--- src/rtl/restoring_div_ctrl_pkg.sv ---
// Shared definitions for the restoring divider controller.
//   state_t         : 2-bit FSM state encoding (IDLE / RUN / DONE)
//   div_cnt_width() : width of the iteration counter for an N-bit divider
package restoring_div_ctrl_pkg;

    typedef enum logic [1:0] {
        ST_IDLE = 2'd0,
        ST_RUN  = 2'd1,
        ST_DONE = 2'd2
    } state_t;

    // Counter must hold N-1; never narrower than one bit.
    function automatic int div_cnt_width(input int n);
        int w;
        w = $clog2(n);
        if (w < 1) begin
            w = 1;
        end else begin
            w = w;
        end
        return w;
    endfunction

endpackage : restoring_div_ctrl_pkg

--- src/rtl/restoring_div_ctrl_sub.sv ---
// Gate-level N-bit ripple-borrow subtractor: d = a - b.
// Ports:
//   a      : minuend (N bits)
//   b      : subtrahend (N bits)
//   d      : difference (N bits, modulo 2^N)
//   borrow : borrow out of the MSB (1 when a < b)
// Purely combinational; built from per-bit full-subtractor cells so no
// arithmetic operator is inferred.
module ripplenbit_sub #(
    parameter int N = 7
) (
    input  logic [N-1:0] a,
    input  logic [N-1:0] b,
    output logic [N-1:0] d,
    output logic         borrow
);

    logic [N:0] bchain_s;

    assign bchain_s[0] = 1'b0;

    genvar i;
    generate
        for (i = 0; i < N; i++) begin : g_bit
            logic axb_s;
            assign axb_s         = a[i] ^ b[i];
            assign d[i]          = axb_s ^ bchain_s[i];
            // Borrow out when a<b at this bit, or equal bits with a borrow in.
            assign bchain_s[i+1] = (~a[i] & b[i]) | (~axb_s & bchain_s[i]);
        end
    endgenerate

    assign borrow = bchain_s[N];

endmodule : ripplenbit_sub

--- src/rtl/restoring_div_ctrl.sv ---
// Multi-cycle unsigned restoring divider controller.
// One trial subtraction per clock through a shared (N+1)-bit ripple
// subtractor; N iterations per division.
// Ports:
//   clk, rst           : clock, synchronous active-high reset
//   start              : request, honoured only while ready=1
//   dividend, divisor  : operands, captured when start is accepted
//   ready              : high in IDLE
//   done               : one-cycle pulse, results valid
//   quotient,remainder : results, held until the next done pulse
//   div_by_zero        : set with done when the divisor was zero
module restoring_div_ctrl
    import restoring_div_ctrl_pkg::*;
#(
    parameter int N = 6
) (
    input  logic         clk,
    input  logic         rst,
    input  logic         start,
    input  logic [N-1:0] dividend,
    input  logic [N-1:0] divisor,
    output logic         ready,
    output logic         done,
    output logic [N-1:0] quotient,
    output logic [N-1:0] remainder,
    output logic         div_by_zero
);

    localparam int CNT_W = div_cnt_width(N);

    state_t            state_r, state_nxt_s;
    logic [N-1:0]      q_r, q_nxt_s;
    logic [N-1:0]      r_r, r_nxt_s;
    logic [N-1:0]      d_r, d_nxt_s;
    logic [CNT_W-1:0]  cnt_r, cnt_nxt_s;
    logic [N-1:0]      quot_nxt_s, rem_nxt_s;
    logic              dbz_nxt_s;

    logic [N:0]        trial_s;
    logic [N:0]        sub_b_s;
    logic [N:0]        diff_s;
    logic              borrow_s;

    // Partial remainder shifted left with the next dividend bit brought in.
    assign trial_s = {r_r, q_r[N-1]};
    assign sub_b_s = {1'b0, d_r};

    ripplenbit_sub #(
        .N (N + 1)
    ) u_sub (
        .a      (trial_s),
        .b      (sub_b_s),
        .d      (diff_s),
        .borrow (borrow_s)
    );

    // Next-state and datapath update logic.
    always_comb begin
        state_nxt_s = state_r;
        q_nxt_s     = q_r;
        r_nxt_s     = r_r;
        d_nxt_s     = d_r;
        cnt_nxt_s   = cnt_r;
        quot_nxt_s  = quotient;
        rem_nxt_s   = remainder;
        dbz_nxt_s   = div_by_zero;

        case (state_r)
            ST_IDLE: begin
                if (start) begin
                    if (divisor != {N{1'b0}}) begin
                        state_nxt_s = ST_RUN;
                        q_nxt_s     = dividend;
                        r_nxt_s     = {N{1'b0}};
                        d_nxt_s     = divisor;
                        cnt_nxt_s   = CNT_W'(N - 1);
                        dbz_nxt_s   = 1'b0;
                    end else begin
                        state_nxt_s = ST_DONE;
                        quot_nxt_s  = {N{1'b1}};
                        rem_nxt_s   = dividend;
                        dbz_nxt_s   = 1'b1;
                    end
                end else begin
                    state_nxt_s = ST_IDLE;
                end
            end

            ST_RUN: begin
                // Restoring is just keeping the trial value: R < D always holds.
                if (!borrow_s) begin
                    r_nxt_s = diff_s[N-1:0];
                    q_nxt_s = {q_r[N-2:0], 1'b1};
                end else begin
                    r_nxt_s = trial_s[N-1:0];
                    q_nxt_s = {q_r[N-2:0], 1'b0};
                end
                if (cnt_r == {CNT_W{1'b0}}) begin
                    // Results are registered on entry so they are valid with done.
                    state_nxt_s = ST_DONE;
                    quot_nxt_s  = q_nxt_s;
                    rem_nxt_s   = r_nxt_s;
                end else begin
                    cnt_nxt_s   = cnt_r - CNT_W'(1);
                end
            end

            ST_DONE: begin
                state_nxt_s = ST_IDLE;
            end

            default: begin
                state_nxt_s = ST_IDLE;
            end
        endcase
    end

    // State, working registers and registered outputs.
    always_ff @(posedge clk) begin
        if (rst) begin
            state_r     <= ST_IDLE;
            q_r         <= {N{1'b0}};
            r_r         <= {N{1'b0}};
            d_r         <= {N{1'b0}};
            cnt_r       <= {CNT_W{1'b0}};
            quotient    <= {N{1'b0}};
            remainder   <= {N{1'b0}};
            div_by_zero <= 1'b0;
            ready       <= 1'b1;
            done        <= 1'b0;
        end else begin
            state_r     <= state_nxt_s;
            q_r         <= q_nxt_s;
            r_r         <= r_nxt_s;
            d_r         <= d_nxt_s;
            cnt_r       <= cnt_nxt_s;
            quotient    <= quot_nxt_s;
            remainder   <= rem_nxt_s;
            div_by_zero <= dbz_nxt_s;
            ready       <= (state_nxt_s == ST_IDLE);
            done        <= (state_nxt_s == ST_DONE);
        end
    end

endmodule : restoring_div_ctrl

--- config.mk ---
export PLATFORM = sky130hd
export DESIGN_NAME = restoring_div_ctrl
export DESIGN_NICKNAME = d
export VERILOG_FILES = /design/src/rtl/restoring_div_ctrl_pkg.sv /design/src/rtl/restoring_div_ctrl_sub.sv /design/src/rtl/restoring_div_ctrl.sv
export SDC_FILE = /design/constraint.sdc
export NUM_CORES = 1
export LEC_CHECK = 0
export ABC_AREA = 0
export CAP_MARGIN = 20
export CELL_PAD_IN_SITES_DETAIL_PLACEMENT = 1
export CELL_PAD_IN_SITES_GLOBAL_PLACEMENT = 1
export CORE_AREA = 2 2 57 100
export CTS_CLUSTER_DIAMETER = 150
export CTS_CLUSTER_SIZE = 30
export DETAILED_ROUTE_END_ITERATION = 8
export DIE_AREA = 0 0 59 102
export GPL_TIMING_DRIVEN = 0
export PLACE_DENSITY = 0.7
export SLEW_MARGIN = 0
export SYNTH_ARGS = -nofsm -noshare
export SYNTH_HDL_FRONTEND = slang
export SYNTH_SLANG_ARGS = --single-unit
--- constraint.sdc ---
create_clock -name clk -period 3.6 [get_ports clk]
set_input_delay 0.72 -clock clk [delete_from_list [all_inputs] [get_ports clk]]
set_output_delay 0.72 -clock clk [all_outputs]
set_load 0.005 [all_outputs]
After elaboration in Yosys (flattened, before gate mapping) --
Cells that the tools add are included.
Word-level totals: flip-flop bits (word level) 38, input bits 15, output and inout bits 15
Cells by class: add/sub/neg operators 1, reduce and logical (&&, ||, !) cells 10, equality and inequality tests 7, bitwise gates (word level) 40, mux-type cells 25
Operators by type and width (number):
- 6-bit two-way mux | 11
- 6-bit case mux with 2 select lines | 4
- 1-bit AND | 12
- 1-bit NOT | 12
- 1-bit bitwise XOR | 11
- 2-bit != test (second input constant) | 5
- 3-bit two-way mux | 3
- 4-bit AND reduction | 2
- 2-bit two-way mux | 3
- 3-bit case mux with 2 select lines | 1
- 3-bit AND reduction | 2
- 6-bit nonzero test | 1
- 1-bit OR | 5
- 2-bit logical NOT | 2
- 2-bit case mux with 2 select lines | 1
- 3-bit logical NOT | 1
- 3-bit by 1-bit subtractor with 3-bit output (second input constant) | 1
- 2-bit by 1-bit equality test with 1-bit output (second input constant) | 1
- 2-bit equality test (second input constant) | 1
- 1-bit two-way mux | 2
- 2-bit AND reduction | 1
- 2-bit nonzero test | 1

Logic depth before layout (Yosys ltp) --
Gate-level depths: netlist (run 1).
depth after elaboration 16, mapped depth 11, mapped depth without buffers 11

Hierarchy --
A second synthesis (run 1) with hierarchy kept.
Second synthesis, totals: cells, all modules 210, area total of the unflattened synthesis 1908.1 um^2
By module, submodules not included:
- restoring_div_ctrl | instances 1, area each 1707.9 um^2, seq. area each 760.7 um^2, cells an instance 186
- ripplenbit_sub | instances 1, area each 200.2 um^2, seq. area each 0.0 um^2, cells an instance 24

Worst setup path after synthesis (run 1) --
OpenSTA, ideal clock, no wires.
kind reg2reg, from register q_r[5], to register remainder[5], path buffers 0, clock period less this slack 3.415 ns, arrival time 3.277 ns, stages on the path, launching flop included 12, path slack 0.185 ns, cell sequence dfxtp_1 > inv_1 > ha_1 > fa_1 > fa_1 > fa_1 > fa_1 > fa_1 > nand2b_1 > a211oi_1 > a2111oi_1 > a211oi_2
Between the ends: word-level cells in the longest chain between the ends 16, elaborated cells between the ends (all ways) 17, classes of those cells 3 x mux; 14 x bitwise
Ends and longest elaborated chain:
- start, declared | RTL line restoring_div_ctrl.sv:32 | logic [N-1:0] q_r, q_nxt_s;
- start signal, assigned | RTL line restoring_div_ctrl.sv:122 | q_r <= {N{1'b0}};
- start signal, assigned | RTL line restoring_div_ctrl.sv:133 | q_r <= q_nxt_s;
- 1-bit NOT * | RTL line restoring_div_ctrl_sub.sv:29 | assign bchain_s[i+1] = (~a[i] & b[i]) | (~axb_s & bchain_s[i]);
- 1-bit AND * (2 in series) | RTL line restoring_div_ctrl_sub.sv:29
- 1-bit OR * | RTL line restoring_div_ctrl_sub.sv:29
- 1-bit AND * | RTL line restoring_div_ctrl_sub.sv:29
- 1-bit OR * | RTL line restoring_div_ctrl_sub.sv:29
- 1-bit AND * | RTL line restoring_div_ctrl_sub.sv:29
- 1-bit OR * | RTL line restoring_div_ctrl_sub.sv:29
- 1-bit AND * | RTL line restoring_div_ctrl_sub.sv:29
- 1-bit OR * | RTL line restoring_div_ctrl_sub.sv:29
- 1-bit AND | RTL line restoring_div_ctrl_sub.sv:29
- 1-bit OR | RTL line restoring_div_ctrl_sub.sv:29
- 1-bit AND | RTL line restoring_div_ctrl_sub.sv:29
- 6-bit two-way mux * | RTL line restoring_div_ctrl.sv:91 | if (!borrow_s) begin
- 6-bit two-way mux * | RTL line restoring_div_ctrl.sv:98 | if (cnt_r == {CNT_W{1'b0}}) begin
- 6-bit case mux with 2 select lines * | RTL line restoring_div_ctrl.sv:68 | case (state_r)
- end signal, assigned | RTL line restoring_div_ctrl.sv:127 | remainder <= {N{1'b0}};
- end signal, assigned | RTL line restoring_div_ctrl.sv:138 | remainder <= rem_nxt_s;
- end, declared | RTL line restoring_div_ctrl.sv:25 | output logic [N-1:0] remainder,
Every way passes the cells marked *; elsewhere a longest branch is shown, timed or not. The select of a mux whose other input is x is not followed. A chain may end at the register's enable or synchronous reset.

Worst setup path in the final report (run 1) --
Ends and elaborated chain as after synthesis.

==> results of run 1 <==
[repair_timing]
action                                  in CTS  in global routing
pin swaps                                    4                  1
endpoints found under the setup margin       7                  8
resized for setup                           17                  4
setup buffers                                4                  0
[cells by family (layout without fill, tap and decap cells)]
family	count (synthesis)	in the layout	share of synthesized area, %
mux	13	13	7.10
fa+ha+maj	8	8	7.51
flops	38	38	41.5
simple gates	48	48	13.7
buf+inv	30	69	7.64
compound gates	52	52	22.5
[tightest hold or removal path: cells and delay by family (launching register included)]
| kind | cells | cell delay (ps) |
|---|---|---|
| flops | 1 | 310 |
| buf+inv | 1 | 50 |
| compound gates | 1 | 50 |
[per-layer routing]
layer | vias up | wire (um) | GRT usage, %
li1 | 752 | - | -
met1 | 789 | 1880 | 18.8
met2 | 34 | 2820 | 34.3
met3 | 9 | 151 | 3.16
met4 | 0 | 141 | 9.27
met5 | - | 0 | 0
[synth_stat cells]
library cell   n  area share, %
a2111oi_0      4            1.9
a2111oi_1      1           0.55
a2111oi_2      1           0.82
a211oi_1      13            5.3
a211oi_2       5            3.4
a21o_1         1           0.41
a21oi_1        7            1.9
a2bb2oi_2      1           0.82
a31oi_1        6            2.0
buf_2          1           0.27
buf_6          2            1.2
buf_8          1           0.82
clkbuf_1      11            2.3
dfxtp_1       38             42
fa_1           5            5.5
ha_1           3            2.0
inv_1         15            3.1
mux2i_1       13            7.1
nand2b_1       2           0.68
nand3b_1       1           0.41
nor2_1        26            5.3
nor2b_1        2           0.68
nor3_1         2           0.55
nor3b_1        7            2.9
o21ai_0        8            2.2
o21ai_1        1           0.27
o21bai_1       1           0.41
o311ai_4       1            1.4
o31a_1         1           0.48
o32a_1         1           0.55
or2_1          1           0.34
or3_1          5            1.7
or4_4          1           0.61
or4b_1         1           0.55
[report_power, final]
group	leakage (nW)	switching [mW]	internal, mW
Combinational	0.484	0.178	0.166
Sequential	0.312	0.0261	0.462
Clock	0.0431	0.140	0.148
[final cells by class]
| type | instances | share of cell area, % |
|---|---|---|
| multi-input combinational | 121 | 42.4 |
| sequential | 38 | 31.9 |
| timing repair buffer | 33 | 13.4 |
| buffer | 15 | 3.51 |
| clock buffer | 6 | 3.46 |
| tap | 55 | 2.88 |
| inverter | 15 | 2.36 |
[how the worst min path moves through the flow]
stage	startpoint	endpoint	slack, ps	cells after the start
after floorplan	remainder[1]$_SDFFE_PP0P_	remainder[1]$_SDFFE_PP0P_	450	2
after global placement	remainder[4]$_SDFFE_PP0P_	remainder[4]$_SDFFE_PP0P_	440	2
after detailed placement	remainder[4]$_SDFFE_PP0P_	remainder[4]$_SDFFE_PP0P_	450	2
after CTS	remainder[4]$_SDFFE_PP0P_	remainder[4]$_SDFFE_PP0P_	460	2
after global routing	remainder[4]$_SDFFE_PP0P_	remainder[4]$_SDFFE_PP0P_	490	2
final	remainder[3]$_SDFFE_PP0P_	remainder[3]$_SDFFE_PP0P_	460	2
[registers in the layout, indices dropped and copies added, names as in the netlist]
signal / count
ready: 1
cnt_r: 3
quotient: 6
div_by_zero: 1
d_r: 6
q_r: 6
r_r: 6
done: 1
state_r: 2
remainder: 6
==> qor.tcl, run 1 <==
set qor(cts_sinks) 38
set qor(gr-usage-all-layers_pct) 18.3
set qor(required_ps) 3760
set qor(min_period_ps) 3460
set qor(pre_cts_ws_ps) -516
set qor(fin_crit_sh_pct) 96.1
set qor(fp.coreArea_um2) 5170
set qor(timing.hold.worst.class) {flop to flop}
set qor(crit_slowest_cell) {fa_2}
set qor(multi_input_area_um2) 1010
set qor(port_buffers) 29
set qor(synthesis.nets) 212
set qor(initial_core_util_pct) 35.5
set qor(floorplan.io_pins) 30
set qor(timing.critical_path.to) {remainder[5]$_SDFFE_PP0P_}
set qor(antenna-diode-count) 0
set qor(post_route_cells_drive_above_1_share_pct) 16.7
set qor(die_height_um) 102
set qor(rrSetupSlack_ps) 140
set qor(cts-htree-levels) 2
set qor(timing.critical_path.fanout_max) 7
set qor(power_leakage_nw) 0.839
set qor(fin_nets) 252
set qor(cp.arrival_ps) 3620
set qor(finalHoldViolCount) 0
set qor(post-route-drc-count) 0
set qor(finalSetupTns_ps) 0
set qor(clk_latency_ps) 290
set qor(critical-path-max-stage-delay_ps) 430
set qor(cp.buffers_inverters) 2
set qor(timing.critical_path.depth) 12
set qor(syn-instance-count) 189
set qor(ctsHoldBuffers) 0
set qor(max-cap-violations) 0
set qor(report.power.total_mw) 1.12
set qor(antenna_found_initial) 0
set qor(rsz_0062_raised_after_global_routing) {false}
set qor(post-dp-hpwl_um) 3730
set qor(route.vias.total) 1584
set qor(vias_per_cell) 5.60
set qor(p_per_area_nw_per_um2) 469
set qor(layout_setup_ws_ps) 140
set qor(timing_worst_slew_pin_value_ps) 633
set qor(ant_nets) 0
set qor(dpl.cell_count) 273
set qor(finish.cell_count_without_fillers) 283
set qor(cts_root_buffer) {clkbuf_8}
set qor(layout.core_utilization_pct) 46.2
set qor(timing.slew.headroom_pct) 57.8
set qor(drtIter0Drc) 22
set qor(synthesis.area_um2) 1830
set qor(timing.critical_path.to_type) {flop}
set qor(cp_launch_type) {flop}
set qor(detail_route.first_pass.iterations) 4
set qor(r2r-end) {remainder[5]$_SDFFE_PP0P_}
set qor(ys.warnings.count) 0
set qor(nFillCells) 588
set qor(most_frequent_standard_cell_in_the_layout_excluding_fill_and_tap_cells) {dfxtp_1}
set qor(timing.reg2reg.worst_path_depth) 12
set qor(design.die.area_um2) 6020
set qor(place_congestion) 0.824
set qor(wire_length_per_cell_after_detailed_routing_um) 17.6
set qor(sum_of_overflow_across_all_layers_after_global_routing) 0
set qor(setup_viol_count_final) 0
set qor(wire_length_of_the_first_global_routing_pass_um) 8220
set qor(worst_setup_path_startpoint) {q_r[5]$_SDFFE_PP0P_}
set qor(final_cell_area_um2) 2390
set qor(synth_cell_types) 34
set qor(placedInstanceArea_um2) 2190
set qor(chipWidth_um) 59
set qor(path_class) {flop to flop}
set qor(postRouteWirelength_um) 4990
set qor(timing.clock.skew_ps) 6.23
set qor(timing.fmax_mhz) 289
set qor(layout-area-overhead-vs-synth_pct) 30.2
set qor(cts_made_buffers) 5
set qor(average_instance_area_after_synthesis_um2) 9.70
set qor(timing.critical_path.cells) {inv_1, ha_1, fa_1, fa_2, fa_2, fa_2, fa_2, nand2b_4, a211oi_2, buf_4, a2111oi_4, a211oi_2}
set qor(maximum_vdd_drop_uv) 263
set qor(cts-root-to-sink-buffers) 2
set qor(synth.ff_latch_count) 38
set qor(cp_top_family) {adder cells}
set qor(ys_seq_area_share_pct) 41.5
set qor(cts_tree) {yes}
set qor(regArea_um2) 762
set qor(worst_r2r_src) {q_r[5]$_SDFFE_PP0P_}
set qor(whs_ps) 458
set qor(slew_violations) 0
set qor(first_global_vias) 1705
set qor(cp_common_cell) {fa_2}
set qor(commonest_non_fill_non_tap_cells_in_the_layout) {dfxtp_1 (37), clkdlybuf4s50_1 (29), nor2_1 (26)}
set qor(clkSlewWorstSetupHoldPaths_ps) 70
set qor(largest_net_degree_at_the_start_of_global_routing) 11
set qor(status) {completed}
set qor(placementRows) 35
(Power assumes the default switching activity.)
==> run 2, diff against run 1 <==
--- a/config.mk
+++ b/config.mk
@@ -16,6 +16,7 @@
 export DIE_AREA = 0 0 59 102
 export GPL_TIMING_DRIVEN = 0
 export PLACE_DENSITY = 0.7
+export SKIP_CTS_REPAIR_TIMING = 1
 export SLEW_MARGIN = 0
 export SYNTH_ARGS = -nofsm -noshare
 export SYNTH_HDL_FRONTEND = slang
==> run 2 against run 1 <==
Design area up 0.68%; clock skew up 3.0 ps; count of clock-buffer cells in the layout unchanged.
==> qor.tcl, run 2 (synthesis results as in run 1) <==
set qor(cts-htree-levels) 2
set qor(fin_nets) 252
set qor(floorplan.io_pins) 30
set qor(grtUsageMet3_pct) 2.91
set qor(placementRows) 35
set qor(wire_length_per_cell_after_detailed_routing_um) 17.7
set qor(critical-path-max-stage-delay_ps) 470
set qor(worst_r2r_src) {q_r[5]$_SDFFE_PP0P_}
set qor(max-cap-violations) 0
set qor(largest_net_degree_at_the_start_of_global_routing) 11
set qor(grt_busiest_layer) {met2}
set qor(timing.fmax_mhz) 287
set qor(place_congestion) 0.824
set qor(whs_path_depth) 2
set qor(layout-area-overhead-vs-synth_pct) 31.1
set qor(commonest_non_fill_non_tap_cells_in_the_layout) {dfxtp_1 (37), clkdlybuf4s50_1 (29), nor2_1 (26)}
set qor(cts_sinks) 38
set qor(cp.arrival_ps) 3640
set qor(grt_util_met1_pct) 18.2
set qor(cts-root-to-sink-buffers) 2
set qor(worst_setup_path_startpoint) {q_r[5]$_SDFFE_PP0P_}
set qor(die_height_um) 102
set qor(fp.coreArea_um2) 5170
set qor(status) {completed}
set qor(chipWidth_um) 59
set qor(fin_crit_sh_pct) 96.9
set qor(port_buffers) 29
set qor(cts_root_buffer) {clkbuf_8}
set qor(clk_latency_ps) 290
set qor(design.die.area_um2) 6020
set qor(gr-usage-all-layers_pct) 18.0
set qor(regArea_um2) 762
set qor(timing.hold.worst.class) {flop to flop}
set qor(multi_input_area_um2) 1030
set qor(drtIter0Drc) 32
set qor(cp_launch_type) {flop}
set qor(timing.clock.skew_ps) 9.23
set qor(path_class) {flop to flop}
set qor(wire_length_of_the_first_global_routing_pass_um) 8060
set qor(timing.critical_path.fanout_max) 7
set qor(timing.reg2reg.worst_path_depth) 12
set qor(ant_nets) 0
set qor(crit_slowest_cell) {fa_2}
set qor(most_frequent_standard_cell_in_the_layout_excluding_fill_and_tap_cells) {dfxtp_1}
set qor(slew_violations) 0
set qor(post_route_cells_drive_above_1_share_pct) 17.1
set qor(finalHoldViolCount) 0
set qor(required_ps) 3760
set qor(cp_top_family) {adder cells}
set qor(power_leakage_nw) 0.840
set qor(layout_setup_ws_ps) 113
set qor(p_per_area_nw_per_um2) 467
set qor(maximum_vdd_drop_uv) 264
set qor(antenna_found_initial) 0
set qor(min_period_ps) 3490
set qor(clkSlewWorstSetupHoldPaths_ps) 80
set qor(timing_worst_slew_pin_value_ps) 697
set qor(rrSetupSlack_ps) 110
set qor(antenna-diode-count) 0
set qor(detail_route.first_pass.iterations) 4
set qor(setup_viol_count_final) 0
set qor(whs_endpoint) {remainder[3]$_SDFFE_PP0P_}
set qor(route.vias.total) 1563
set qor(timing.critical_path.to_type) {flop}
set qor(postRouteWirelength_um) 5010
set qor(cp_common_cell) {fa_2}
set qor(cp.buffers_inverters) 2
set qor(timing.critical_path.cells) {inv_1, ha_1, fa_1, fa_2, fa_2, fa_2, fa_2, nand2b_4, a211oi_2, buf_4, a2111oi_4, a211oi_2}
set qor(timing.slew.headroom_pct) 53.6
set qor(r2r-end) {remainder[5]$_SDFFE_PP0P_}
set qor(nFillCells) 591
set qor(post-dp-hpwl_um) 3730
set qor(worst_hold_startpoint) {remainder[3]$_SDFFE_PP0P_}
set qor(pre_cts_ws_ps) -516
set qor(whs_ps) 459
set qor(initial_core_util_pct) 35.5
set qor(first_global_vias) 1671
set qor(cts_tree) {yes}
set qor(post-route-drc-count) 0
set qor(met2_usage_pct) 34.4
set qor(sum_of_overflow_across_all_layers_after_global_routing) 0
set qor(cts_made_buffers) 5
set qor(vias_per_cell) 5.52
-- run 2: cell counts in the layout (fill, tap and decap cells not counted) --
Identical to the previous run, type by type.
-- run 2: cell type report --
cell class	count	area share, %
plain buffers	15	3.49
clock buffers	6	3.44
inverters	15	2.34
multi-input cells	121	42.8
flip-flops and latches	38	31.7
well taps	55	2.86
repair buffers	33	13.3
-- run 2: power breakdown --
group          switching [mW]  total, mW  internal, mW
combinational           0.180      0.344         0.165
sequential             0.0259      0.488         0.462
clock                   0.143      0.291         0.148
-- run 2: worst min-delay path: cells and delay by family, from the launching register on --
family          cells  cell delay [ps]
compound gates      1               50
buf+inv             1               50
flops               1              310
-- run 2: worst max-delay path by stage --
| stage | endpoint | slack [ps] | cells past startpoint |
|---|---|---|---|
| 6_report | remainder[5]$_SDFFE_PP0P_ | 110 | 12 |
| 4_1_cts | remainder[2]$_SDFFE_PP0P_ | -530 | 11 |
| 5_1_grt | remainder[1]$_SDFFE_PP0P_ | -10 | 11 |
| 2_1_floorplan | remainder[5]$_SDFFE_PP0P_ | 180 | 11 |
| 3_5_place_dp | remainder[1]$_SDFFE_PP0P_ | -520 | 11 |
| 3_3_place_gp | remainder[2]$_SDFFE_PP0P_ | -480 | 11 |
-- run 2: through the flow --
step                cell area, um^2  utilization (%)  power, mW  TNS, ps  std cells
floorplan                      1830                -      0.672        0        189
global placement               2190             42.4      0.771    -1590        273
detailed placement             2190             42.4      0.783    -2070        273
CTS                            2270             44.0       1.07    -2180        279
global route                   2400             46.5       1.19    -30.0        283
finish                         2400             46.5       1.12        0        283
-- run 2: per-layer routing --
metal | vias to the layer above | wire [um]
li1 | 752 | -
met4 | 0 | 155
met3 | 8 | 122
met2 | 35 | 2810
met5 | - | 0
met1 | 768 | 1920
